===== src/rtl/rx_packet_pkg.sv =====
// Shared types for the packet receiver.
//   state_t      : framing FSM states
//   err_t        : error codes reported on err_code
//   SYNC_DEFAULT : default frame start byte
package rx_packet_pkg;

  typedef enum logic [1:0] {
    HUNT    = 2'd0,
    LEN     = 2'd1,
    PAYLOAD = 2'd2,
    CHECK   = 2'd3
  } state_t;

  typedef enum logic [1:0] {
    ERR_CHECKSUM = 2'd0,
    ERR_LENGTH   = 2'd1,
    ERR_OVERFLOW = 2'd2,
    ERR_TIMEOUT  = 2'd3
  } err_t;

  localparam logic [7:0] SYNC_DEFAULT = 8'h7E;

endpackage


===== src/rtl/pkt_fifo.sv =====
// Commit/rollback FIFO holding {last, data} entries.
// Writes are tentative until commit; rollback discards everything written
// since the last commit. The reader only sees committed entries.
// Ports:
//   clk, reset     : clock, synchronous active-high reset
//   push/push_data : write one 9-bit entry at wr
//   commit         : publish all written entries (commit <= wr)
//   rollback       : discard uncommitted entries (wr <= commit)
//   pop            : advance rd (caller only pops when valid)
//   full           : wr - rd == DEPTH (uncommitted entries count too)
//   valid          : at least one committed, unread entry
//   head           : entry at rd
module pkt_fifo #(
  parameter int DEPTH = 16
) (
  input  logic       clk,
  input  logic       reset,
  input  logic       push,
  input  logic [8:0] push_data,
  input  logic       commit,
  input  logic       rollback,
  input  logic       pop,
  output logic       full,
  output logic       valid,
  output logic [8:0] head
);

  localparam int AW = $clog2(DEPTH);
  localparam int PW = AW + 1;
  localparam logic [PW-1:0] DEPTH_P = PW'(DEPTH);

  logic [8:0]    mem [DEPTH];
  logic [PW-1:0] wr_ptr_reg;
  logic [PW-1:0] commit_ptr_reg;
  logic [PW-1:0] rd_ptr_reg;

  // Storage carries no reset; the head is masked by valid at the top level.
  always_ff @(posedge clk) begin
    if (push) begin
      mem[wr_ptr_reg[AW-1:0]] <= push_data;
    end
  end

  // Pointers wrap naturally; the extra MSB distinguishes full from empty.
  always_ff @(posedge clk) begin
    if (reset) begin
      wr_ptr_reg     <= '0;
      commit_ptr_reg <= '0;
      rd_ptr_reg     <= '0;
    end else begin
      if (rollback) begin
        wr_ptr_reg <= commit_ptr_reg;
      end else if (push) begin
        wr_ptr_reg <= wr_ptr_reg + PW'(1);
      end
      if (commit) begin
        commit_ptr_reg <= wr_ptr_reg;
      end
      if (pop) begin
        rd_ptr_reg <= rd_ptr_reg + PW'(1);
      end
    end
  end

  assign full  = (wr_ptr_reg - rd_ptr_reg) == DEPTH_P;
  assign valid = rd_ptr_reg != commit_ptr_reg;
  assign head  = mem[rd_ptr_reg[AW-1:0]];

endmodule


===== src/rtl/rx_packet_ctrl.sv =====
// Frames receiver bytes into SYNC, LEN, payload, CHK packets. Payload is
// written tentatively into pkt_fifo and only committed when the XOR
// checksum (LEN ^ payload bytes) matches CHK.
// Ports:
//   clk, reset          : clock, synchronous active-high reset
//   rx_data, rx_finish  : received byte and its 1-cycle qualifier
//   out_data, out_last  : committed head byte and end-of-packet flag
//   out_valid/out_ready : consumer handshake; pop on both high
//   pkt_ok, pkt_err     : 1-cycle pulses for commit / discard
//   err_code            : reason of the most recent discard
//   busy                : a frame is being received
module rx_packet_ctrl
  import rx_packet_pkg::*;
#(
  parameter int         DEPTH   = 16,
  parameter int         MAX_LEN = 8,
  parameter logic [7:0] SYNC    = SYNC_DEFAULT,
  parameter int         TIMEOUT = 4096
) (
  input  logic       clk,
  input  logic       reset,
  input  logic [7:0] rx_data,
  input  logic       rx_finish,
  output logic [7:0] out_data,
  output logic       out_last,
  output logic       out_valid,
  input  logic       out_ready,
  output logic       pkt_ok,
  output logic       pkt_err,
  output logic [1:0] err_code,
  output logic       busy
);

  localparam int TW = $clog2(TIMEOUT + 1);

  state_t        state_reg, state_next;
  logic [7:0]    len_reg, len_next;
  logic [7:0]    cnt_reg, cnt_next;
  logic [7:0]    chk_reg, chk_next;
  logic [TW-1:0] timer_reg;
  logic          pkt_ok_reg, pkt_ok_next;
  logic          pkt_err_reg, pkt_err_next;
  logic [1:0]    err_code_reg, err_code_next;

  logic       fifo_push, fifo_commit, fifo_rollback, fifo_pop;
  logic       fifo_full, fifo_valid;
  logic [8:0] fifo_head;
  logic       timed_out;

  // A byte arriving on the expiry cycle takes precedence over the timeout.
  assign timed_out = (state_reg != HUNT) && (timer_reg == TW'(TIMEOUT)) && !rx_finish;

  always_ff @(posedge clk) begin
    if (reset) begin
      state_reg    <= HUNT;
      len_reg      <= '0;
      cnt_reg      <= '0;
      chk_reg      <= '0;
      pkt_ok_reg   <= 1'b0;
      pkt_err_reg  <= 1'b0;
      err_code_reg <= '0;
    end else begin
      state_reg    <= state_next;
      len_reg      <= len_next;
      cnt_reg      <= cnt_next;
      chk_reg      <= chk_next;
      pkt_ok_reg   <= pkt_ok_next;
      pkt_err_reg  <= pkt_err_next;
      err_code_reg <= err_code_next;
    end
  end

  // Inter-byte timer; saturates so it cannot wrap past the expiry value.
  always_ff @(posedge clk) begin
    if (reset || rx_finish || state_reg == HUNT) begin
      timer_reg <= '0;
    end else if (timer_reg != TW'(TIMEOUT)) begin
      timer_reg <= timer_reg + TW'(1);
    end
  end

  always_comb begin
    state_next    = state_reg;
    len_next      = len_reg;
    cnt_next      = cnt_reg;
    chk_next      = chk_reg;
    pkt_ok_next   = 1'b0;
    pkt_err_next  = 1'b0;
    err_code_next = err_code_reg;
    fifo_push     = 1'b0;
    fifo_commit   = 1'b0;
    fifo_rollback = 1'b0;

    case (state_reg)
      HUNT: begin
        if (rx_finish && rx_data == SYNC) begin
          state_next = LEN;
        end
      end
      LEN: begin
        if (rx_finish) begin
          if (rx_data != 8'd0 && rx_data <= 8'(MAX_LEN)) begin
            len_next   = rx_data;
            chk_next   = rx_data;
            cnt_next   = 8'd0;
            state_next = PAYLOAD;
          end else begin
            pkt_err_next  = 1'b1;
            err_code_next = ERR_LENGTH;
            state_next    = HUNT;
          end
        end
      end
      PAYLOAD: begin
        if (rx_finish) begin
          if (fifo_full) begin
            fifo_rollback = 1'b1;
            pkt_err_next  = 1'b1;
            err_code_next = ERR_OVERFLOW;
            state_next    = HUNT;
          end else begin
            fifo_push = 1'b1;
            chk_next  = chk_reg ^ rx_data;
            cnt_next  = cnt_reg + 8'd1;
            if (cnt_reg == len_reg - 8'd1) begin
              state_next = CHECK;
            end
          end
        end
      end
      CHECK: begin
        if (rx_finish) begin
          if (rx_data == chk_reg) begin
            fifo_commit = 1'b1;
            pkt_ok_next = 1'b1;
          end else begin
            fifo_rollback = 1'b1;
            pkt_err_next  = 1'b1;
            err_code_next = ERR_CHECKSUM;
          end
          state_next = HUNT;
        end
      end
      default: state_next = HUNT;
    endcase

    if (timed_out) begin
      fifo_rollback = 1'b1;
      pkt_err_next  = 1'b1;
      err_code_next = ERR_TIMEOUT;
      state_next    = HUNT;
    end
  end

  assign fifo_pop = fifo_valid && out_ready;

  pkt_fifo #(
    .DEPTH(DEPTH)
  ) u_fifo (
    .clk      (clk),
    .reset    (reset),
    .push     (fifo_push),
    .push_data({cnt_reg == len_reg - 8'd1, rx_data}),
    .commit   (fifo_commit),
    .rollback (fifo_rollback),
    .pop      (fifo_pop),
    .full     (fifo_full),
    .valid    (fifo_valid),
    .head     (fifo_head)
  );

  // Head is masked when nothing is committed so unwritten RAM never leaks out.
  assign out_valid = fifo_valid;
  assign out_data  = fifo_valid ? fifo_head[7:0] : 8'd0;
  assign out_last  = fifo_valid & fifo_head[8];
  assign pkt_ok    = pkt_ok_reg;
  assign pkt_err   = pkt_err_reg;
  assign err_code  = err_code_reg;
  assign busy      = state_reg != HUNT;

endmodule


===== config.mk =====
export PLATFORM = sky130hd
export DESIGN_NAME = rx_packet_ctrl
export DESIGN_NICKNAME = d
export VERILOG_FILES = /design/src/rtl/rx_packet_pkg.sv /design/src/rtl/pkt_fifo.sv /design/src/rtl/rx_packet_ctrl.sv
export SDC_FILE = /design/constraint.sdc
export NUM_CORES = 1
export LEC_CHECK = 0
export ABC_CLOCK_PERIOD_IN_PS = 3700
export BUFFER_PORTS_ARGS = -buffer_cell sky130_fd_sc_hd__buf_2
export CORE_ASPECT_RATIO = 1.5
export CORE_MARGIN = 5
export CORE_UTILIZATION = 50
export CTS_BUF_LIST = sky130_fd_sc_hd__clkbuf_8
export CTS_CLUSTER_DIAMETER = 200
export DETAILED_ROUTE_END_ITERATION = 7
export PLACE_DENSITY = 0.7
export SKIP_LAST_GASP = 1
export SYNTH_ARGS = -nofsm -noshare
export SYNTH_HDL_FRONTEND = slang
export SYNTH_HIERARCHICAL = 1
export SYNTH_SLANG_ARGS = --single-unit

===== constraint.sdc =====
create_clock -name clk -period 3.7 [get_ports clk]
set_clock_uncertainty 0.05 [all_clocks]
set_input_delay 1.11 -clock clk [delete_from_list [all_inputs] [get_ports clk]]
set_output_delay 1.11 -clock clk [all_outputs]
set_load 0.01 [all_outputs]

==> impl.org, run 1 <==
** Setup path
- STA classifies the critical path startpoint as a flip-flop.
- STA classifies the critical path endpoint as a primary output.
- For the worst setup path, the data arrival time is 2.39 ns.
- Data required time of the worst path :: 2.54 ns
- Worst Path Class, Setup :: reg -> out
- Maximum fanout along the worst path :: 11

** Logic synthesis
- The cell area that synthesis handed to floorplanning was 8800 um^2.
- Flip-flop cell with the highest count after synthesis :: edfxtp_1
- Yosys printed 6 warnings.
- Post-synth EDFFs :: 144
- Share of synthesized area occupied by flip-flops and latches :: 0.632
- In this run the mean area of a mapped cell was 14.1 um^2.
- In the synthesized netlist the async set-or-reset flop fraction comes to 0.
- The cell count after synthesis came out at 625.
- Post-Syn Nets :: 650
- After synthesis the netlist holds a flip-flop and latch count of 206.
- Yosys mapped the design onto 55 distinct sky130hd cell types.

** Global route
- The first global-routing pass estimated 29400 um of wire.
- Total global-route track usage :: 0.181
- The number of antenna violations at the first check in global routing was 0.
- Met2 usage in global routing :: 0.335
- Met3 track demand over resource in global routing :: 0.0273
- Overflow left after global routing :: 0
- Most utilized layer in the global route result :: met2
- For met1 alone, demand over resource in global routing was 0.207.
- Number of global-route vias before repair :: 5434
- Entering global routing, the biggest net connects 37 pins.

** Clocking
- Skew-Pair Late Insertion Delay :: 0.55 ns
- Number of hold buffers added after CTS :: 0
- TritonCTS built the clock tree.
- In this run the number of H-tree levels came out at 1.
- Total clock buffers created by CTS :: 30
- The tree is rooted in a clkbuf_8.
- CTS clk-pin slew, worst paths :: 0.06 ns
- Maximum root-to-sink buffer count :: 3
- Clock sinks :: 206

** Timing
- For the pin with the worst max-slew slack, the measured transition is 0.876 ns.
- The hold violation total from the final report came to 0.
- Hold timing on the final database bottoms out at a slack of 0.439 ns.
- Based on the critical path, the design can be clocked at up to 282 MHz.
- Measured against its own limit, the worst slew margin works out to 0.414.
- Number of max-slew violations in the final report :: 0
- Setup total negative slack on the finished layout was measured at 0 ns.
- Final Cycle Share :: 0.960
- Setup repair after global routing missed its margin :: true
- Setup violators final :: 0
- Period minus WS final :: 3.55 ns
- Worst setup slack after layout :: 0.150 ns

** Placement
- After detailed placement, the design holds a cell count of 860.
- Placer congestion estimate :: 0.837
- Detailed placement ended at an HPWL of 12900 um.
- Worst-case setup slack after placement :: 0.0931 ns
- During placement, the flow inserted port buffers numbering 26.

** Power and ir drop
- Leakage Power :: 3.48 nW
- Peak VDD IR :: 313 uV
- Cell area power density :: 445 nW/um^2

** Finish
- Antenna cell count :: 0
- Number of flip-flops in the largest register :: 144
- Most common library cell in the layout ignoring fill and taps :: edfxtp_1
- The final layout contains 708 nets.
- For this run, the number of standard cells in the final layout without fillers is 919.
- Compared with the post-synthesis result, the final layout area differs by 12.9%.
- Of the cells placed in the final design, the portion with a size suffix greater than 1 is 0.205.
- In the layout the commonest cells are edfxtp_1 (144), dfxtp_1 (61), nor2_1 (49).

** Die
- From left edge to right edge, the die measures 118 um.
- DIE HEIGHT :: 173 um
- Starting utilization of the core area :: 0.508
- Core Region :: 17300 um^2
- Area of the die :: 20400 um^2
- Row generation in the floorplan step produced 59 rows.
- 27 I/O pins were placed.

** Drt
- WL final :: 18600 um
- Total number of vias :: 5211
- Wire per inst :: 20.3 um
- For this run, design rule violations remaining after detail routing come to 0.
- Drt pass-1 iters :: 4
- In this run the remaining antenna-violating nets after routing total 0.
- Post-DR vias/cell :: 5.67
- Starting DRC count in detailed routing :: 391

** Run
- Maxcap violations :: 0

** Run status
- The flow ran to the end, and the final reports show no timing, DRC or antenna violations.

** Worst hold path
- Worst hold-check path type :: reg -> reg
-- path summary, 6_finish.rpt --
kind | start | end | slack [ns] | cells after the start
worst min register to register | timer_reg[12]$_SDFFE_PP0N_ | timer_reg[12]$_SDFFE_PP0N_ | 0.44 | 2
worst min-delay path | timer_reg[12]$_SDFFE_PP0N_ | timer_reg[12]$_SDFFE_PP0N_ | 0.44 | 2
worst max register to register | u_fifo/rd_ptr_reg[2]$_SDFFE_PP0P_ | u_fifo/mem[7][1]$_DFFE_PP_ | 0.27 | 11
worst max-delay path | flip-flop | out_data[1] | 0.15 | 7
-- stage by stage --
stage	total power [mW]	utilization	instance area, um^2
floorplan	2.53	-	8800
global placement	2.57	0.532	9220
detailed placement	2.57	0.532	9220
CTS	4.47	0.571	9910
global route	4.59	0.573	9940
finish	4.43	0.573	9940
-- cells in the mapped netlist, types with 14 or more instances --
library cell | number | area (um^2)
a22oi_1 | 18 | 135
a21oi_1 | 20 | 100
xnor2_1 | 28 | 245
edfxtp_1 | 144 | 4320
dfxtp_1 | 62 | 1240
nand3_1 | 14 | 70.1
inv_1 | 14 | 52.6
xor2_1 | 22 | 193
mux4_2 | 22 | 495
mux4_1 | 14 | 368
nor2_1 | 59 | 221
nand2_1 | 45 | 169
-- cells by family after synthesis --
kind of cell / synth area share
AO/OA/AOI/OAI: 0.0506
XOR/XNOR: 0.0497
adder cells (fa/ha/maj): 0.0185
buffers and inverters: 0.0271
flip-flops: 0.632
multiplexers: 0.108
AND/OR/NAND/NOR: 0.114
-- worst max-delay path, cell delays in order (launching register included) --
cell and delay [ns]:
dfxtp_4 0.38, buf_12 0.13, buf_12 0.15, mux4_2 0.57
a22oi_1 0.25, nand2_1 0.08, and2_1 0.15, buf_2 0.13
-- layer usage --
metal	vias up	part of all wire	wire length, um
li1	2479	-	-
met1	2560	0.38	7040
met2	135	0.54	10000
met3	37	0.045	839
met4	0	0.037	696
met5	-	0	0
-- power by group --
part	internal, mW	switching, mW	total, mW	leakage, nW
Clock	1.07	0.841	1.91	0.345
Sequential	2.46	0.0000765	2.46	1.83
Combinational	0.0148	0.0491	0.0640	1.30
Total	3.54	0.890	4.43	3.48
-- area by class of cell --
| type | instances | area (um^2) |
|---|---|---|
| inverters | 14 | 52.6 |
| flip-flops and latches | 206 | 5570 |
| clock inverters | 24 | 215 |
| clock buffers | 31 | 427 |
| multi-input cells | 376 | 3040 |
| fillers | 1320 | 7400 |
| well taps | 213 | 267 |
| repair buffers | 55 | 373 |
-- what timing repair did --
| action | 4_1_cts | 5_1_grt |
|---|---|---|
| buffers inserted | 4 | 0 |
| pin swaps | 0 | 0 |
| resized for setup | 1 | 12 |
| endpoints found under the setup margin | 9 | 110 |
No activity file was read; power rests on OpenSTA's default activity.
==> run 2: changes to the inputs <==
--- a/config.mk
+++ b/config.mk
@@ -5,6 +5,7 @@
 export SDC_FILE = /design/constraint.sdc
 export NUM_CORES = 1
 export LEC_CHECK = 0
+export ABC_AREA = 1
 export ABC_CLOCK_PERIOD_IN_PS = 3700
 export BUFFER_PORTS_ARGS = -buffer_cell sky130_fd_sc_hd__buf_2
 export CORE_ASPECT_RATIO = 1.5
==> run 2 against run 1 <==
  * Highest routed layer unchanged
  * Total power decreased by 2.3%
  * Sequential share of layout area is 4.1 points lower
  * Sequential power hardly changed
  * Largest cell class unchanged
  * Global-route usage increased by 2.0 points
  * Non-clock buffer count is 2 lower
  * Final area grew 7.9%
  * Critical path type unchanged
  * Fmax increased by 3.2%
==> impl.org, run 2 <==
** Setup path
- The endpoint of the most critical register-to-register path is u_fifo/wr_ptr_reg[0]$_SDFFE_PP0P_ (was u_fifo/mem[7][1]$_DFFE_PP_).
- The required time of the worst setup path was 2.54 ns (about the same).
- Internal reg-to-reg setup slack :: 0.81 ns (was 0.27 ns)
- Endpoint type of the worst setup path :: primary output (unchanged)
- The critical path class was reg -> out (unchanged).
- The critical path data arrival time is 2.28 ns (was 2.39 ns).
- Reg-to-reg critical path startpoint :: u_fifo/wr_ptr_reg[2]$_SDFFE_PP0P_ (was u_fifo/rd_ptr_reg[2]$_SDFFE_PP0P_)
- Maximum fanout along the worst path :: 11 (unchanged)
- Critical path startpoint category :: flip-flop (unchanged)
- In this run the worst setup path begins at u_fifo/rd_ptr_reg[3]$_SDFFE_PP0P_.
- Worst Reg2Reg Path Length in Cells :: 11 (unchanged)

** Power and ir drop
- Peak VDD IR :: 275 uV (was 313 uV)
- Leakage Power :: 4.64 nW (was 3.48 nW)
- Combinational share of power :: 0.020 (was 0.014)
- Seq pwr share :: 0.569 (was 0.555)
- The power per cell area is 403 nW/um^2 (was 445 nW/um^2).
- Power share of the clock group :: 0.411 (was 0.431)
- Cell internal pwr :: 3.43 mW (was 3.54 mW)
- Total chip power :: 4.33 mW (was 4.43 mW)
- Net Switching :: 898 uW (was 890 uW)
- Proportion of total power due to net switching :: 0.208 (was 0.201)

** Drt
- The aggregate routed wire length is 22200 um (was 18600 um).
- Drc violations :: 0 (unchanged)
- Total number of vias :: 7424 (was 5211)
- Post-DR vias/cell :: 5.16 (was 5.67)
- Drt pass-1 iters :: 5 (was 4)
- The number of routed nets with antenna violations is 0 (unchanged).
- The final routed wire length divided by cell count was 15.4 um (was 20.3 um).
- Starting DRC count in detailed routing :: 543 (was 391)

** Clocking
- The latest clock arrival within the worst-skew pair was 0.55 ns (about the same).
- CTS clk-pin slew, worst paths :: 0.07 ns (was 0.06 ns)
- Maximum root-to-sink buffer count :: 3 (unchanged)
- The H-tree depth is 1 (unchanged).
- Total clock buffers created by CTS :: 29 (was 30)
- Number of hold buffers added after CTS :: 0 (unchanged)
- The CTS tree is done (unchanged).
- Postcts setup bufs :: 0 (was 4)
- The buffer type at the clock tree root is clkbuf_8 (unchanged).
- Clock sinks :: 206 (unchanged)

** Run status
- Run status: finished clean (unchanged).

** Worst hold path
- The depth of the worst hold-timing path came to 2 (unchanged).
- The worst hold-check path type is reg -> reg (unchanged).
- Hold-critical path endpoint :: timer_reg[10]$_SDFFE_PP0N_ (was timer_reg[12]$_SDFFE_PP0N_)
- Critical hold path startpoint :: timer_reg[10]$_SDFFE_PP0N_ (was timer_reg[12]$_SDFFE_PP0N_)

** Finish
- The post-layout utilization of the core is 0.560 (was 0.573).
- The leading cell type in the layout, fill and taps excluded was nand2_1 (was edfxtp_1).
- Most frequent cells in the layout: nand2_1 (317), inv_1 (189), edfxtp_1 (144) (was edfxtp_1 (144), dfxtp_1 (61), nor2_1 (49)).
- Number of nets in the finished design :: 1187 (was 708)
- The area overhead of the layout relative to synthesis is 10.1% (was 12.9%).
- The post-route cell area came to 10700 um^2 (was 9940 um^2).
- Proportion of layout cells with a drive suffix above 1 :: 0.0879 (was 0.205)
- The count of inserted antenna diode cells is 0 (unchanged).
- The flip-flop count of the largest register, all copies and words added came to 144 (unchanged).

** Die
- Area of the die :: 22400 um^2 (was 20400 um^2)
- Core Region :: 19200 um^2 (was 17300 um^2)
- The effective utilization at floorplan is 0.508 (about the same).
- The number of top-level pins was 27 (unchanged).
- The count of standard-cell rows came to 62 (was 59).
- Die Width :: 124 um (was 118 um)
- The die boundary height came to 181 um (was 173 um).

** Run
- The max-capacitance violation count came to 0 (unchanged).

** Placement
- Placer congestion estimate :: 0.853 (was 0.837)
- Estimated wirelength of the detail-placed design :: 14800 um (was 12900 um)
- The standard cell area after detailed placement came to 10100 um^2 (was 9220 um^2).
- The number of input and output port buffers inserted came to 26 (unchanged).

** Logic synthesis
- The post-synthesis cell type count was 33 (was 55).
- Syn Area/Cell :: 8.74 um^2 (was 14.1 um^2)
- The synthesized netlist net count was 1139 (was 650).
- Top cells by count, synth: nand2_1 (317), inv_1 (180), edfxtp_1 (144) (was edfxtp_1 (144), dfxtp_1 (62), nor2_1 (59)).
- Share of synthesized registers carrying an async set or reset :: 0 (unchanged)
- Library cell occupying the most area in the post-synthesis netlist :: edfxtp_1 (unchanged)
- The total standard cell area after synthesis came to 9740 um^2 (was 8800 um^2).
- The number of enable-type register cells in the synthesized netlist came to 144 (unchanged).
- Top-area cell type share of the netlist area :: 0.444 (was 0.491)
- The sequential-to-total area share from yosys stat came to 0.571 (was 0.632).
- The prevailing post-synth register cell is edfxtp_1 (unchanged).
- Leading post-synthesis cells by cell area: edfxtp_1 (44%), dfxtp_1 (13%), nand2_1 (12%), nand3_1 (7.0%), inv_1 (6.9%) (was edfxtp_1 (49%), dfxtp_1 (14%), mux4_2 (5.6%), mux4_1 (4.2%), xnor2_1 (2.8%)).
- The cell with the most instances after synthesis is nand2_1 (was edfxtp_1).
- The post-synthesis cell count came to 1114 (was 625).
- Post-synthesis register bit count :: 206 (unchanged)
- The number of warning messages in the yosys log was 6 (unchanged).

** Timing
- The final critical-path required period is 3.44 ns (was 3.55 ns).
- FMAX :: 291 MHz (was 282 MHz)
- Total Negative Setup Slacks :: 0 ns (unchanged)
- Setup repair after global routing missed its margin: false (was true).
- Worst Tran Pin Value :: 0.704 ns (was 0.876 ns)
- Slew HR :: 0.526 (was 0.414)
- The period utilization was 0.930 (was 0.960).
- The number of slew-limit violations in the final report is 0 (unchanged).
- The count of final setup violators came to 0 (unchanged).
- The worst hold slack came to 0.430 ns (was 0.439 ns).
- Final hold viol count :: 0 (unchanged)

** Global route
- The final global-route overflow total came to 0 (unchanged).
- The combined global-route utilization of all metal layers is 0.200 (was 0.181).
- The pin count of the biggest net entering global routing is 73 (was 37).
- The number of antenna violations at the first check in global routing came to 0 (unchanged).
- The wire length of the first global-routing pass was 35500 um (was 29400 um).
- The via count of the first global-routing pass came to 7034 (was 5434).
## run 2: how the worst max path moves through the flow
| stage | to | slack, ns |
|---|---|---|
| 2_1_floorplan | u_fifo/mem[11][0]$_DFFE_PP_ | 1.20 |
| 3_3_place_gp | u_fifo/wr_ptr_reg[0]$_SDFFE_PP0P_ | 0.60 |
| 3_5_place_dp | u_fifo/wr_ptr_reg[0]$_SDFFE_PP0P_ | 0.50 |
| 4_1_cts | out_data[3] | 0.16 |
| 5_1_grt | out_data[5] | 0.04 |
| 6_report | out_data[5] | 0.26 |
## run 2: kinds of logic (layout without fill, tap and decap cells)
group                    count (synthesis)  in the layout  synth area share
AND/OR/NAND/NOR                        557            557             0.242
flip-flops                             206            206             0.571
XOR/XNOR                                24             24            0.0216
AO/OA/AOI/OAI                           90             90            0.0475
adder cells (fa/ha/maj)                 13             13            0.0167
buffers and inverters                  224            293             0.101
## run 2: metrics by stage
stage,setup WS [ns],cells
after floorplan,1.20,1114
after global placement,0.599,1387
after detailed placement,0.500,1387
after CTS,0.164,1439
after global routing,0.0427,1439
final,0.261,1439
## run 2: what timing repair did
| action | 4_1_cts | 5_1_grt |
|---|---|---|
| hold endpoints to repair | 0 | 0 |
| setup endpoints to repair | 0 | 1 |
| resized for setup | 0 | 2 |
## run 2: metal layers
layer / global-route usage / wire [um] / up-vias
met5: 0 / 0 / -
met2: 0.353 / 11500 / 232
met1: 0.243 / 8510 / 3438
met3: 0.0210 / 1230 / 76
li1: - / - / 3678
met4: 0.0890 / 998 / 0
## run 2: area by class of cell
cell class,instances,area [um^2]
sequential,206,5570
clock buffer,33,454
inverter,188,716
tap,256,320
timing repair buffer,53,345
clock inverter,19,129
multi-input combinational,684,3190
fill,1752,8430
## run 2: power by group through the flow
stage	logic (mW)	registers (mW)	clock network [mW]
after detailed placement	0.0870	2.51	0
after floorplan	0.0318	2.51	0
final	0.0867	2.46	1.78
after CTS	0.0875	2.46	1.81
after global placement	0.0854	2.51	0
after global routing	0.0974	2.46	1.92
## run 2: worst max-delay path, stage by stage, from the launching register on
cell and delay, ns:
dfxtp_1 0.34, inv_1 0.11, nor2_1 0.05, nor3_1 0.17, nand4_1 0.56, nand2_1 0.31
inv_1 0.06, buf_2 0.13
==> run 3: changes to the inputs <==
--- a/config.mk
+++ b/config.mk
@@ -6,7 +6,7 @@
 export NUM_CORES = 1
 export LEC_CHECK = 0
 export ABC_AREA = 1
-export ABC_CLOCK_PERIOD_IN_PS = 3700
+export ABC_CLOCK_PERIOD_IN_PS = 3840
 export BUFFER_PORTS_ARGS = -buffer_cell sky130_fd_sc_hd__buf_2
 export CORE_ASPECT_RATIO = 1.5
 export CORE_MARGIN = 5
==> constraint.sdc (replaced) <==
create_clock -name clk -period 3.84 [get_ports clk]
set_clock_uncertainty 0.05 [all_clocks]
set_input_delay 1.152 -clock clk [delete_from_list [all_inputs] [get_ports clk]]
set_output_delay 1.152 -clock clk [all_outputs]
set_load 0.01 [all_outputs]
==> run 3 against run 2 <==
  * Utilization rose by 0.84 points
  * First-iteration DRC count is 12% lower
  * Via count grew 0.26%
  * Setup slack improved by 0.11 ns
  * Sequential power is 4% lower
  * Global-route usage rose by 0.40 points
  * Die area unchanged
  * Total power increased by 5.7%
  * Register-to-register slack is essentially flat
  * Sequential cell count did not move
  * Critical path depth increased by 3
  * Hold slack worse by 0.0037 ns
  * Largest cell class unchanged
  * Largest power group unchanged
==> impl.org, run 3 (synthesis gave the netlist of run 2 again) <==
** Timing
- Number of max-slew violations in the final report :: 0 (unchanged)
- Worst Tran Pin Value :: 0.841 ns (was 0.704 ns)
- The accumulated negative setup slack was 0 ns (unchanged).
- Setup repair after global routing missed its margin: false (unchanged).
- In the finished design, the share of the clock period the worst path needs comes to 0.903.
- Period minus WS final :: 3.47 ns
- Final hold viol count :: 0 (unchanged)
- Slew HR :: 0.437 (was 0.526)
- Timing would allow up to 288 MHz.
- The count of final setup violators came to 0 (unchanged).

** Drt
- WL final :: 22400 um (was 22200 um)
- The number of routed nets with antenna violations came to 0 (unchanged).
- The final routed wire length divided by cell count is 15.5 um (was 15.4 um).
- Drc violations :: 0 (unchanged)
- The number of DRC violations after detailed-routing iteration 0 was 476 (was 543).
- Post-DR vias/cell :: 5.16 (about the same)
- The detailed-routing iteration count for the pre-antenna-repair pass is 5 (unchanged).
- The vias after detailed routing came to 7443 (was 7424).

** Power and ir drop
- Cell area power density :: 420 nW/um^2 (was 403 nW/um^2)
- Leakage Power :: 4.72 nW (was 4.64 nW)
- Power share of the clock group :: 0.464 (was 0.411)
- The share of total power in sequential cells was 0.519 (was 0.569).
- Peak VDD IR :: 266 uV (was 275 uV)
- Cell internal pwr :: 3.67 mW (was 3.43 mW)
- The switching power summed over all nets came to 905 uW (was 898 uW).
- The fraction of power spent switching nets is 0.198 (was 0.208).
- Combinational share of power :: 0.017 (was 0.020)

** Setup path
- Data required time of the worst path :: 2.64 ns (was 2.54 ns)
- The maximum fanout encountered on the critical timing path was 72 (was 11).
- Critical path startpoint category :: flip-flop (unchanged)
- The endpoint of the most critical register-to-register path is u_fifo/mem[8][8]$_DFFE_PP_ (was u_fifo/wr_ptr_reg[0]$_SDFFE_PP0P_).
- The end of the critical path is out_data[3] (was out_data[5]).
- The launching point of the worst reg2reg path is u_fifo/wr_ptr_reg[2]$_SDFFE_PP0P_ (unchanged).
- The number of cell instances on the worst register-to-register path is 12 (was 11).
- Arrival time worst endpoint :: 2.27 ns (was 2.28 ns)
- The critical path class is reg -> out (unchanged).
- The setup slack of the worst register-to-register path is 0.81 ns (about the same).
- The type of destination of the critical path was a primary output (unchanged).

** Finish
- Antenna cell count :: 0 (unchanged)
- The leading cell type in the layout, fill and taps excluded was nand2_1 (unchanged).
- Most frequent cells in the layout: nand2_1 (317), inv_1 (185), edfxtp_1 (144) (was nand2_1 (317), inv_1 (189), edfxtp_1 (144)).
- The area overhead of the layout relative to synthesis is 11.8% (was 10.1%).
- Post-Layout Cell Count :: 1443 (was 1439)
- Number of nets in the finished design :: 1188 (was 1187)
- Proportion of layout cells with a drive suffix above 1 :: 0.0977 (was 0.0879)
- Number of flip-flops in the largest register :: 144 (unchanged)

** Clocking
- Post-cts gate resize count :: 0 (unchanged)
- The latest clock arrival within the worst-skew pair came to 0.55 ns (about the same).
- Buffer cell driving the clock tree root :: clkbuf_8 (unchanged)
- Clock sinks :: 206 (unchanged)
- The CTS tree is done (unchanged).
- The maximum root-to-sink buffer count came to 3 (unchanged).
- CTS clk-pin slew, worst paths :: 0.07 ns (about the same)
- Number of hold buffers added after CTS :: 0 (unchanged)
- The H-tree depth is 1 (unchanged).
- The number of clock buffers inserted by TritonCTS came to 30 (was 29).
- Postcts setup bufs :: 0 (unchanged)

** Placement
- Number of placed instances with taps included :: 1387 (unchanged)
- Port Buffers :: 26 (unchanged)
- The routability congestion estimate from global placement came to 0.871 (was 0.853).
- The half-perimeter wire length after detailed placement was 14700 um (was 14800 um).

** Run
- The max-capacitance violation count is 0 (unchanged).

** Die
- Starting utilization of the core area :: 0.508 (unchanged)
- Total I/O pin count :: 27 (unchanged)
- The die boundary height was 181 um (unchanged).
- The die span in x was 124 um (unchanged).
- Num rows :: 62 (unchanged)
- Area of the die :: 22400 um^2 (unchanged)
- The core box area came to 19200 um^2 (unchanged).

** Global route
- Initial antenna violation count :: 0 (unchanged)
- Total global-route track usage :: 0.204 (was 0.200)
- Overflow left after global routing :: 0 (unchanged)
- Global-route wire length before repair :: 36300 um (was 35500 um)
- The via count of the first global-routing pass came to 7403 (was 7034).
- Pin count of the biggest net entering global routing :: 73 (unchanged)

** Run status
- Run status :: finished clean (unchanged)

** Worst hold path
- Worst hold-check path type :: reg -> reg (unchanged)
- The startpoint of the lowest-slack hold path is timer_reg[10]$_SDFFE_PP0N_ (unchanged).
## run 3: cell count changes in the layout (fill, tap and decap cells not counted), sizes merged
cell,delta
bufinv,+4
clkbuf,+4
inv,-4
## run 3: per-layer routing
metal / routed length, um / vias to the layer above / track usage
li1: - / 3696 / -
met1: 8500 / 3448 / 0.237
met2: 11700 / 225 / 0.363
met3: 1200 / 74 / 0.0300
met4: 965 / 0 / 0.0978
met5: 0 / - / 0
## run 3: stage by stage
step | setup WS (ns) | instance area, um^2 | power [mW] | hold WS (ns) | util
after floorplan | 1.32 | 9740 | 2.45 | 0.398 | -
after global placement | 0.697 | 10100 | 2.50 | 0.409 | 0.529
after detailed placement | 0.593 | 10100 | 2.50 | 0.421 | 0.529
after CTS | 0.314 | 10900 | 4.62 | 0.433 | 0.568
after global routing | 0.155 | 10900 | 4.72 | 0.456 | 0.568
final | 0.373 | 10900 | 4.57 | 0.427 | 0.568
## run 3: final cells by class
class,instances,area (um^2)
repair buffers,53,345
flip-flops and latches,206,5570
clock inverters,19,239
inverters,188,713
well taps,256,320
clock buffers,37,509
multi-input cells,684,3190
fillers,1736,8270
## run 3: worst max-delay path: stages (launching register included)
cell,delay [ns]
dfxtp_2,0.41
inv_6,0.43
nand2_1,0.10
nand2_1,0.08
nand2_1,0.05
nand3_1,0.08
nand3_1,0.13
nand2_1,0.13
nand2_1,0.06
inv_1,0.08
buf_2,0.12
## run 3: power by group through the flow
stage | Sequential, mW | Combinational [mW] | Clock, mW
floorplan | 2.42 | 0.0306 | 0
global placement | 2.42 | 0.0784 | 0
detailed placement | 2.42 | 0.0793 | 0
CTS | 2.37 | 0.0796 | 2.16
global route | 2.37 | 0.0886 | 2.26
finish | 2.37 | 0.0793 | 2.12
## run 3: worst min-delay path by stage
| stage | endpoint | cells past startpoint |
|---|---|---|
| 2_1_floorplan | len_reg[1]$_SDFFE_PP0P_ | 2 |
| 3_3_place_gp | timer_reg[10]$_SDFFE_PP0N_ | 2 |
| 3_5_place_dp | len_reg[7]$_SDFFE_PP0P_ | 2 |
| 4_1_cts | timer_reg[10]$_SDFFE_PP0N_ | 2 |
| 5_1_grt | timer_reg[6]$_SDFFE_PP0N_ | 2 |
| 6_report | timer_reg[10]$_SDFFE_PP0N_ | 2 |
